<file path="src/rtl/mem_port_arbiter.sv">
// Shares one fixed-latency single-port memory between instruction fetch and the data stage.
// Data has priority; a fairness counter forces a fetch grant after FAIR_MAX data grants.
module mem_port_arbiter #(
    parameter int ADDR_W   = 32,
    parameter int DATA_W   = 32,
    parameter int MEM_LAT  = 2,
    parameter int FAIR_MAX = 4
) (
    input  logic              clk,
    input  logic              reset,
    input  logic              if_req,
    input  logic [ADDR_W-1:0] if_addr,
    input  logic              flush,
    output logic [DATA_W-1:0] if_rdata,
    output logic              if_ready,
    input  logic              d_req,
    input  logic              d_we,
    input  logic [ADDR_W-1:0] d_addr,
    input  logic [DATA_W-1:0] d_wdata,
    output logic [DATA_W-1:0] d_rdata,
    output logic              d_ready,
    output logic              stall_if,
    output logic              stall_mem,
    output logic              mem_en,
    output logic              mem_we,
    output logic [ADDR_W-1:0] mem_addr,
    output logic [DATA_W-1:0] mem_wdata,
    input  logic [DATA_W-1:0] mem_rdata
);

    localparam int LAT_W  = (MEM_LAT > 1) ? $clog2(MEM_LAT) : 1;
    localparam int FAIR_W = (FAIR_MAX > 0) ? $clog2(FAIR_MAX + 1) : 1;

    typedef enum logic [1:0] {S_IDLE, S_ISSUE, S_WAIT, S_DONE} state_t;
    typedef enum logic {OWN_FETCH, OWN_DATA} owner_t;

    state_t              state_q, state_d;
    owner_t              owner_q, owner_d;
    logic                we_q, we_d;
    logic [ADDR_W-1:0]   mem_addr_q, mem_addr_d;
    logic [DATA_W-1:0]   mem_wdata_q, mem_wdata_d;
    logic [DATA_W-1:0]   if_rdata_q, if_rdata_d;
    logic [DATA_W-1:0]   d_rdata_q, d_rdata_d;
    logic [LAT_W-1:0]    lat_cnt_q, lat_cnt_d;
    logic [FAIR_W-1:0]   fair_cnt_q, fair_cnt_d;
    logic                cancel_q, cancel_d;
    logic                grant_fetch, grant_data;

    always_ff @(posedge clk or posedge reset) begin
        if (reset) begin
            state_q     <= S_IDLE;
            owner_q     <= OWN_FETCH;
            we_q        <= 1'b0;
            mem_addr_q  <= '0;
            mem_wdata_q <= '0;
            if_rdata_q  <= '0;
            d_rdata_q   <= '0;
            lat_cnt_q   <= '0;
            fair_cnt_q  <= '0;
            cancel_q    <= 1'b0;
        end else begin
            state_q     <= state_d;
            owner_q     <= owner_d;
            we_q        <= we_d;
            mem_addr_q  <= mem_addr_d;
            mem_wdata_q <= mem_wdata_d;
            if_rdata_q  <= if_rdata_d;
            d_rdata_q   <= d_rdata_d;
            lat_cnt_q   <= lat_cnt_d;
            fair_cnt_q  <= fair_cnt_d;
            cancel_q    <= cancel_d;
        end
    end

    always_comb begin
        state_d     = state_q;
        owner_d     = owner_q;
        we_d        = we_q;
        mem_addr_d  = mem_addr_q;
        mem_wdata_d = mem_wdata_q;
        if_rdata_d  = if_rdata_q;
        d_rdata_d   = d_rdata_q;
        lat_cnt_d   = lat_cnt_q;
        fair_cnt_d  = fair_cnt_q;
        cancel_d    = cancel_q;
        grant_fetch = 1'b0;
        grant_data  = 1'b0;

        case (state_q)
            S_IDLE: begin
                if (if_req && (fair_cnt_q == FAIR_W'(FAIR_MAX))) begin
                    grant_fetch = 1'b1;
                end else if (d_req) begin
                    grant_data = 1'b1;
                end else if (if_req) begin
                    grant_fetch = 1'b1;
                end
            end
            S_ISSUE: begin
                lat_cnt_d = LAT_W'(MEM_LAT - 1);
                state_d   = S_WAIT;
                if (flush && (owner_q == OWN_FETCH)) begin
                    cancel_d = 1'b1;
                end
            end
            S_WAIT: begin
                if (flush && (owner_q == OWN_FETCH)) begin
                    cancel_d = 1'b1;
                end
                // A flush in the capture cycle itself must already block the fetch update.
                if (lat_cnt_q == '0) begin
                    state_d = S_DONE;
                    if ((owner_q == OWN_DATA) && !we_q) begin
                        d_rdata_d = mem_rdata;
                    end
                    if ((owner_q == OWN_FETCH) && !cancel_d) begin
                        if_rdata_d = mem_rdata;
                    end
                end else begin
                    lat_cnt_d = lat_cnt_q - LAT_W'(1);
                end
            end
            S_DONE: begin
                cancel_d = 1'b0;
                state_d  = S_IDLE;
                if ((owner_q == OWN_DATA) && if_req) begin
                    grant_fetch = 1'b1;
                end else if ((owner_q == OWN_FETCH) && d_req) begin
                    grant_data = 1'b1;
                end
            end
            default: state_d = S_IDLE;
        endcase

        if (grant_fetch) begin
            state_d    = S_ISSUE;
            owner_d    = OWN_FETCH;
            we_d       = 1'b0;
            mem_addr_d = if_addr;
            fair_cnt_d = '0;
        end else if (grant_data) begin
            state_d     = S_ISSUE;
            owner_d     = OWN_DATA;
            we_d        = d_we;
            mem_addr_d  = d_addr;
            mem_wdata_d = d_wdata;
            if (!if_req) begin
                fair_cnt_d = '0;
            end else if (fair_cnt_q != FAIR_W'(FAIR_MAX)) begin
                fair_cnt_d = fair_cnt_q + FAIR_W'(1);
            end
        end
    end

    assign mem_en    = (state_q == S_ISSUE);
    assign mem_we    = mem_en & we_q;
    assign mem_addr  = mem_addr_q;
    assign mem_wdata = mem_wdata_q;
    assign if_rdata  = if_rdata_q;
    assign d_rdata   = d_rdata_q;
    assign if_ready  = (state_q == S_DONE) && (owner_q == OWN_FETCH) && !cancel_q;
    assign d_ready   = (state_q == S_DONE) && (owner_q == OWN_DATA);
    assign stall_if  = if_req & ~if_ready;
    assign stall_mem = d_req & ~d_ready;

endmodule

</file>
<file path="config.mk">
export PLATFORM = sky130hd
export DESIGN_NAME = mem_port_arbiter
export DESIGN_NICKNAME = d
export VERILOG_FILES = /design/src/rtl/mem_port_arbiter.sv
export SDC_FILE = /design/constraint.sdc
export NUM_CORES = 1
export LEC_CHECK = 0
export BUFFER_PORTS_ARGS = -buffer_cell sky130_fd_sc_hd__buf_2
export CELL_PAD_IN_SITES_DETAIL_PLACEMENT = 2
export CELL_PAD_IN_SITES_GLOBAL_PLACEMENT = 2
export CORE_MARGIN = 4
export CORE_UTILIZATION = 29
export DETAILED_ROUTE_END_ITERATION = 8
export PLACE_DENSITY = 0.89
export SETUP_SLACK_MARGIN = 0.02
export SYNTH_ARGS = -nofsm -noshare
export SYNTH_HDL_FRONTEND = slang
export SYNTH_SLANG_ARGS = --single-unit
export TNS_END_PERCENT = 100
</file>
<file path="constraint.sdc">
create_clock -name clk -period 4.42 [get_ports clk]
set_input_delay 0.221 -clock clk [delete_from_list [all_inputs] [get_ports clk]]
set_output_delay 0.221 -clock clk [all_outputs]
set_load 0.005 [all_outputs]
</file>
==> impl_metrics.csv, run 1 <==
group,metric,value,unit
route,viasPerCell,4.57,
placed_design,portBuffers,267,
clocking,path_clk_slew,0.07,ns
yosys,synth_top_area_share,59.2,%
finish,regArea,0.00343,sq mm
power,report.power.total,5.81,mW
placed_design,place_area,0.00742,sq mm
global_route,grt-ovfl-total,0,
sta,setup-violations-final,0,
finish,design_area,0.00818,sq mm
worst_setup_path,worstPathMaxFanout,25,
clocking,cts_buffer_depth,2,
worst_setup_path,cp_num_buf_inv,2,
clocking,cts_setup_buffers,0,
clocking,cts_sinks,137,
worst_setup_path,timing.rr.end,"mem_wdata[30]",
route,drt_wl_total,18.5,mm
worst_setup_path,required,4.71,ns
yosys,syn-cell-area,0.00579,sq mm
worst_setup_path,cp_top_family,"buffers and inverters",
yosys,synth_warnings,0,
global_route,grt.total_usage,16.6,%
yosys,ys_seq_area_share,59.2,%
finish,diodes,0,
worst_setup_path,path_depth,7,
die,pin_count,268,
finish,fin_nets,845,
route,vias,4477,
global_route,grt_pass1_wl,28.6,mm
sta,finalCritPeriodShare,60.6,%
flow_run,max_cap_violations,0,
worst_setup_path,cp_slowest_cell,"buf_4",
worst_setup_path,end_kind,"flop",
clocking,insertion_delay,0.42,ns
power,ir_worst_vdd,233,uV
yosys,syn_inst,417,
finish,syn_to_final_growth,41.3,%
yosys,synth_top_cell_by_area,"dfrtp_1",
route,drtAntennaViolNets,0,
worst_setup_path,reg2reg_depth,7,
worst_setup_path,critPathCapture,"mem_wdata[30]",
finish,n_fill_cell,2058,
hold_path,min_path_type,"in2reg",
yosys,ys.flop_type,"dfrtp_1",
finish,multi_input_area,0.00225,sq mm
clocking,htree_levels,4,
yosys,synth-async-reset-ratio,100,%
worst_setup_path,r2r_slack,1.74,ns
die,coreArea,0.0195,sq mm
power,leakagePower,4.07,nW
sta,tightest_slew,0.892,ns
placed_design,place_hpwl,13.7,mm
route,post_drt_wl_per_cell,18.9,microns
worst_setup_path,critPathKind,"reg2reg",
worst_setup_path,cp-start-kind,"flop",
worst_setup_path,worstPathArrival,2.97,ns
yosys,ys_types,32,
yosys,ys_seq_elements,137,
sta,min_period,2.68,ns
die,die_width,149,microns
sta,hold_viol_final,0,
die,std_cell_rows,51,
sta,skew,0.0127,ns
die,fp.dieH,149,microns
placed_design,place.gp.congestion,0.750,
yosys,synth_nets,560,
route,drt_first_iter_violations,138,
power,cellPowerDensity,710,mW/mm^2
yosys,synth_area_leaders,"dfrtp_1, mux2_2, mux2_4, mux2i_1, o21ai_0",
die,die_area,0.0223,sq mm
yosys,synth-edff-count,0,
global_route,antenna_found_initial,0,
worst_setup_path,regToRegStartpoint,"state_q[1]",
die,initial_core_util,29.7,%
sta,relSlewSlack,40.4,%
clocking,tritoncts,"yes",
finish,final_layout_size_suffix_gt1_share,55.9,%
worst_setup_path,slowest_delay,0.47,ns
global_route,grt_pass1_vias,5080,
worst_setup_path,crit_chain,"inv_1, ha_1, nand3b_1, o2bb2ai_4, nor2b_4, buf_4, mux2_1",
worst_setup_path,crit_start,"state_q[1]",
sta,max_freq,373,MHz
sta,rsz0062_at_grt,"false",
global_route,grt_max_degree,72,
route,first_pass_iters,4,
route,drc,0,
yosys,synth.avg_cell_area,13.9,sq um
outcome,outcome,"finished, final reports clean",
clocking,root_buffer,"clkbuf_16",
clocking,cts_buffers,17,
sta,finalSetupTns,0,ns
sta,maxSlewViolCount,0,
==> sequential cells by signal, indices dropped and copies added, names as in the netlist <==
register    count
lat_cnt_q       1
mem_addr       32
fair_cnt_q      3
mem_wdata      32
state_q         2
cancel_q        1
d_rdata        32
owner_q         1
if_rdata       32
we_q            1
==> through the flow <==
| stage | hold slack, ns | std cells | setup WS, ns | utilization (%) |
|---|---|---|---|---|
| 6_report | 0.0224 | 980 | 1.74 | 41.9 |
| 5_1_grt | 0.00314 | 980 | 1.57 | 41.9 |
| 4_1_cts | 0.000983 | 979 | 1.69 | 41.9 |
| 3_5_place_dp | 0.380 | 932 | 1.70 | 38.0 |
| 3_3_place_gp | 0.372 | 932 | 1.86 | 38.0 |
| 2_1_floorplan | 0.338 | 417 | 0.531 | - |
==> cell families (layout without fill, tap and decap cells) <==
group | count (synthesis) | in the layout | synth area share, %
AO/OA/AOI/OAI | 50 | 50 | 4.84
adder cells (fa/ha/maj) | 9 | 9 | 1.94
buffers and inverters | 31 | 329 | 2.72
flip-flops | 137 | 137 | 59.2
multiplexers | 130 | 130 | 26.5
AND/OR/NAND/NOR | 60 | 60 | 4.82
==> cells in the mapped netlist (2+ instances only) <==
cell / instances
dfrtp_1: 137
mux2_2: 59
nand2_1: 38
mux2i_1: 34
o21ai_0: 34
mux2_4: 30
buf_2: 9
clkbuf_1: 9
ha_1: 9
inv_1: 8
mux2_1: 7
a21oi_1: 6
nor2b_1: 5
o21ai_1: 4
and2_1: 3
buf_6: 3
nor2_1: 3
a31oi_1: 2
and3_1: 2
buf_4: 2
nor3_1: 2
==> worst min-delay path by stage <==
stage / from / to / slack, ns / depth (start not counted)
finish: if_addr[0] / mem_addr[0] / 0.02 / 3
global route: d_wdata[30] / mem_wdata[30] / 0.003 / 2
CTS: if_addr[7] / mem_addr[7] / 0.001 / 3
detailed placement: reset / mem_wdata[9] / 0.38 / 2
global placement: reset / mem_wdata[3] / 0.37 / 2
floorplan: if_addr[0] / mem_addr[0] / 0.34 / 2
==> area by class of cell <==
class,instances,share of cell area (%)
tap,265,4.05
clock inverter,13,1.90
clock buffer,19,5.41
multi-input combinational,249,27.5
timing repair buffer,289,18.8
sequential,137,41.9
inverter,8,0.428
==> tightest hold or removal path, cell delays in order <==
cell	delay [ns]
buf_2	0.08
nand2_1	0.04
o21ai_0	0.06
==> cell usage in the layout (no fill, tap or decap), types with 2 or more instances in the layout <==
cell type,count
mux2i_1,34
mux2_2,59
clkinvlp_4,2
bufinv_16,2
o21ai_0,34
mux2_4,30
nand2_1,38
inv_1,7
dfrtp_1,137
dlygate4sd3_1,16
a31oi_1,2
inv_8,2
inv_6,6
o21ai_1,4
mux2_1,7
nor3_1,2
a21oi_1,6
buf_2,267
nor2_1,3
buf_4,6
and2_1,3
clkbuf_16,17
ha_1,9
nor2b_1,4
==> routing by layer <==
metal	track usage (%)	part of all wire [%]
met1	19.6	40
met2	28.4	50
met3	5.44	7.8
met4	5.58	1.6
met5	0	0
==> report_power, final <==
| part | switching, mW | internal, mW | total [mW] |
|---|---|---|---|
| logic | 0.974 | 1.18 | 2.16 |
| registers | 0.353 | 1.85 | 2.21 |
| clock network | 0.587 | 0.863 | 1.45 |
==> repair_timing <==
item                                   in CTS  in global routing
endpoints found under the hold margin      83                  1
hold buffers                               15                  1
gates resized for setup                     0                  0
(Power assumes the default switching activity.)
==> inputs of run 2 (changes only) <==
- CORE_UTILIZATION: 29 -> 26
- PLACE_DENSITY: 0.89 -> 0.85
- clock period: 4.42 -> 2.17 ns (I/O delays scaled with it)
==> run 2 against run 1 <==
  * Clock power rose by 130%
  * Die area increased by 11%
  * Utilization rose by 2.2 points
  * Register-to-register slack lost 1.7 ns
  * Final cell count is 14% higher
  * Final area grew 18%
  * Critical path type unchanged
  * Largest power group is now combinational cells
==> impl_metrics.csv, run 2 (synthesized netlist as in run 1, its figures left out) <==
group,metric,value,unit
sta,hold_viol_final,0,
clocking,path_clk_slew,0.06,ns
placed_design,place.gp.congestion,0.728,
sta,finalSetupTns,0,ns
hold_path,hold_depth,3,
power,leakagePower,4.67,nW
worst_setup_path,cp-start-kind,"flop",
sta,setup_ws,0.0816,ns
die,initial_core_util,26.5,%
placed_design,portBuffers,267,
outcome,outcome,"finished, final reports clean",
finish,layout_common_cells,"buf_2, dfrtp_1, dlygate4sd3_1",
worst_setup_path,worstPathArrival,2.39,ns
sta,min_period,2.09,ns
finish,design_area,0.00966,sq mm
clocking,htree_levels,4,
clocking,tritoncts,"yes",
finish,final_layout_size_suffix_gt1_share,50.8,%
die,die_width,157,microns
route,drc,0,
global_route,grt.total_usage,18.7,%
worst_setup_path,required,2.47,ns
route,drt_wl_total,23.9,mm
die,pin_count,268,
power,cellPowerDensity,1370,mW/mm^2
sta,skew,0.0105,ns
placed_design,place_area,0.00758,sq mm
sta,relSlewSlack,49.4,%
route,vias,5020,
finish,n_fill_cell,2205,
route,drtAntennaViolNets,0,
finish,fin_nets,968,
die,die_area,0.0247,sq mm
die,std_cell_rows,54,
placed_design,place_ws,-0.00920,ns
sta,maxSlewViolCount,0,
sta,max_freq,479,MHz
finish,syn_to_final_growth,66.8,%
finish,post-route-util,44.1,%
route,drt_first_iter_violations,144,
die,coreArea,0.0219,sq mm
finish,layout_commonest_cell,"buf_2",
global_route,grt_pass1_vias,6085,
hold_path,min_path_type,"in2reg",
sta,tightest_slew,0.759,ns
worst_setup_path,worstPathMaxFanout,8,
worst_setup_path,end_kind,"flop",
clocking,root_buffer,"clkbuf_16",
global_route,antenna_found_initial,1,
route,viasPerCell,4.49,
sta,setup-violations-final,0,
clocking,cts_buffer_depth,2,
power,ir_worst_vdd,450,uV
die,fp.dieH,157,microns
worst_setup_path,critPathKind,"reg2reg",
route,first_pass_iters,4,
global_route,grt_pass1_wl,35.3,mm
global_route,grt_max_degree,138,
sta,rsz0062_at_grt,"true",
sta,finalCritPeriodShare,96.2,%
flow_run,max_cap_violations,0,
global_route,grt-ovfl-total,0,
clocking,insertion_delay,0.42,ns
route,post_drt_wl_per_cell,21.4,microns
clocking,cts_buffers,17,
worst_setup_path,reg2reg_depth,8,
clocking,cts_sinks,137,
placed_design,place_hpwl,13.8,mm
run 2: path summary, 6_finish.rpt:
kind | startpoint | to | slack, ns
worst max-delay path | state_q[0] | mem_wdata[11] | 0.08
worst min-delay path | flush | cancel_q | 0.02
worst max register to register | state_q[0] | mem_wdata[11] | 0.08
worst min register to register | d_rdata[25] | d_rdata[25] | 0.49
max in group asynchronous | reset | mem_addr[14] | 1.09
min in group asynchronous | reset | mem_wdata[18] | 0.52
run 2: worst max-delay path, cell delays in order, from the launching register on:
cell and delay, ns:
dfrtp_1 0.40, inv_2 0.10, ha_4 0.22, nand3b_1 0.20, o2bb2ai_4 0.17, nor2b_4 0.28, buf_6 0.14, buf_12 0.13
mux2_4 0.31
run 2: routing by layer:
layer	up-vias	wire length, microns	global-route usage [%]
met5	-	0	0
li1	2273	-	-
met4	0	520	6.23
met1	2504	8900	20.1
met3	32	1650	4.78
met2	211	12800	35.4
run 2: timing repair:
| item | in CTS | in global routing |
|---|---|---|
| buffers inserted | 3 | 2 |
| resized for setup | 13 | 6 |
| pin swaps | 1 | 4 |
| hold buffers | 123 | 0 |
| setup endpoints to repair | 29 | 26 |
| cloned | 2 | 2 |
| endpoints found under the hold margin | 266 | 0 |
run 2: cell type report:
| type | instances | area [sq um] | share of cell area, % |
|---|---|---|---|
| antenna | 2 | 5.00 | 0.0518 |
| clock buffer | 18 | 429 | 4.44 |
| clock inverter | 13 | 240 | 2.49 |
| inverter | 8 | 33.8 | 0.350 |
| multi-input combinational | 249 | 2290 | 23.8 |
| sequential | 137 | 3430 | 35.5 |
| tap | 280 | 350 | 3.63 |
| timing repair buffer | 412 | 2880 | 29.8 |
run 2: report_power, final:
part	internal, mW	switching, mW
Combinational	2.91	2.35
Sequential	3.78	0.795
Clock	2.17	1.20
run 2: stage by stage:
| stage | hold WS (ns) | std cells | power [mW] |
|---|---|---|---|
| 2_1_floorplan | 0.225 | 417 | 6.90 |
| 3_3_place_gp | 0.310 | 956 | 8.83 |
| 3_5_place_dp | 0.321 | 956 | 9.19 |
| 4_1_cts | 0.0000417 | 1115 | 13.1 |
| 5_1_grt | 0.0198 | 1119 | 14.0 |
| 6_report | 0.0168 | 1119 | 13.2 |
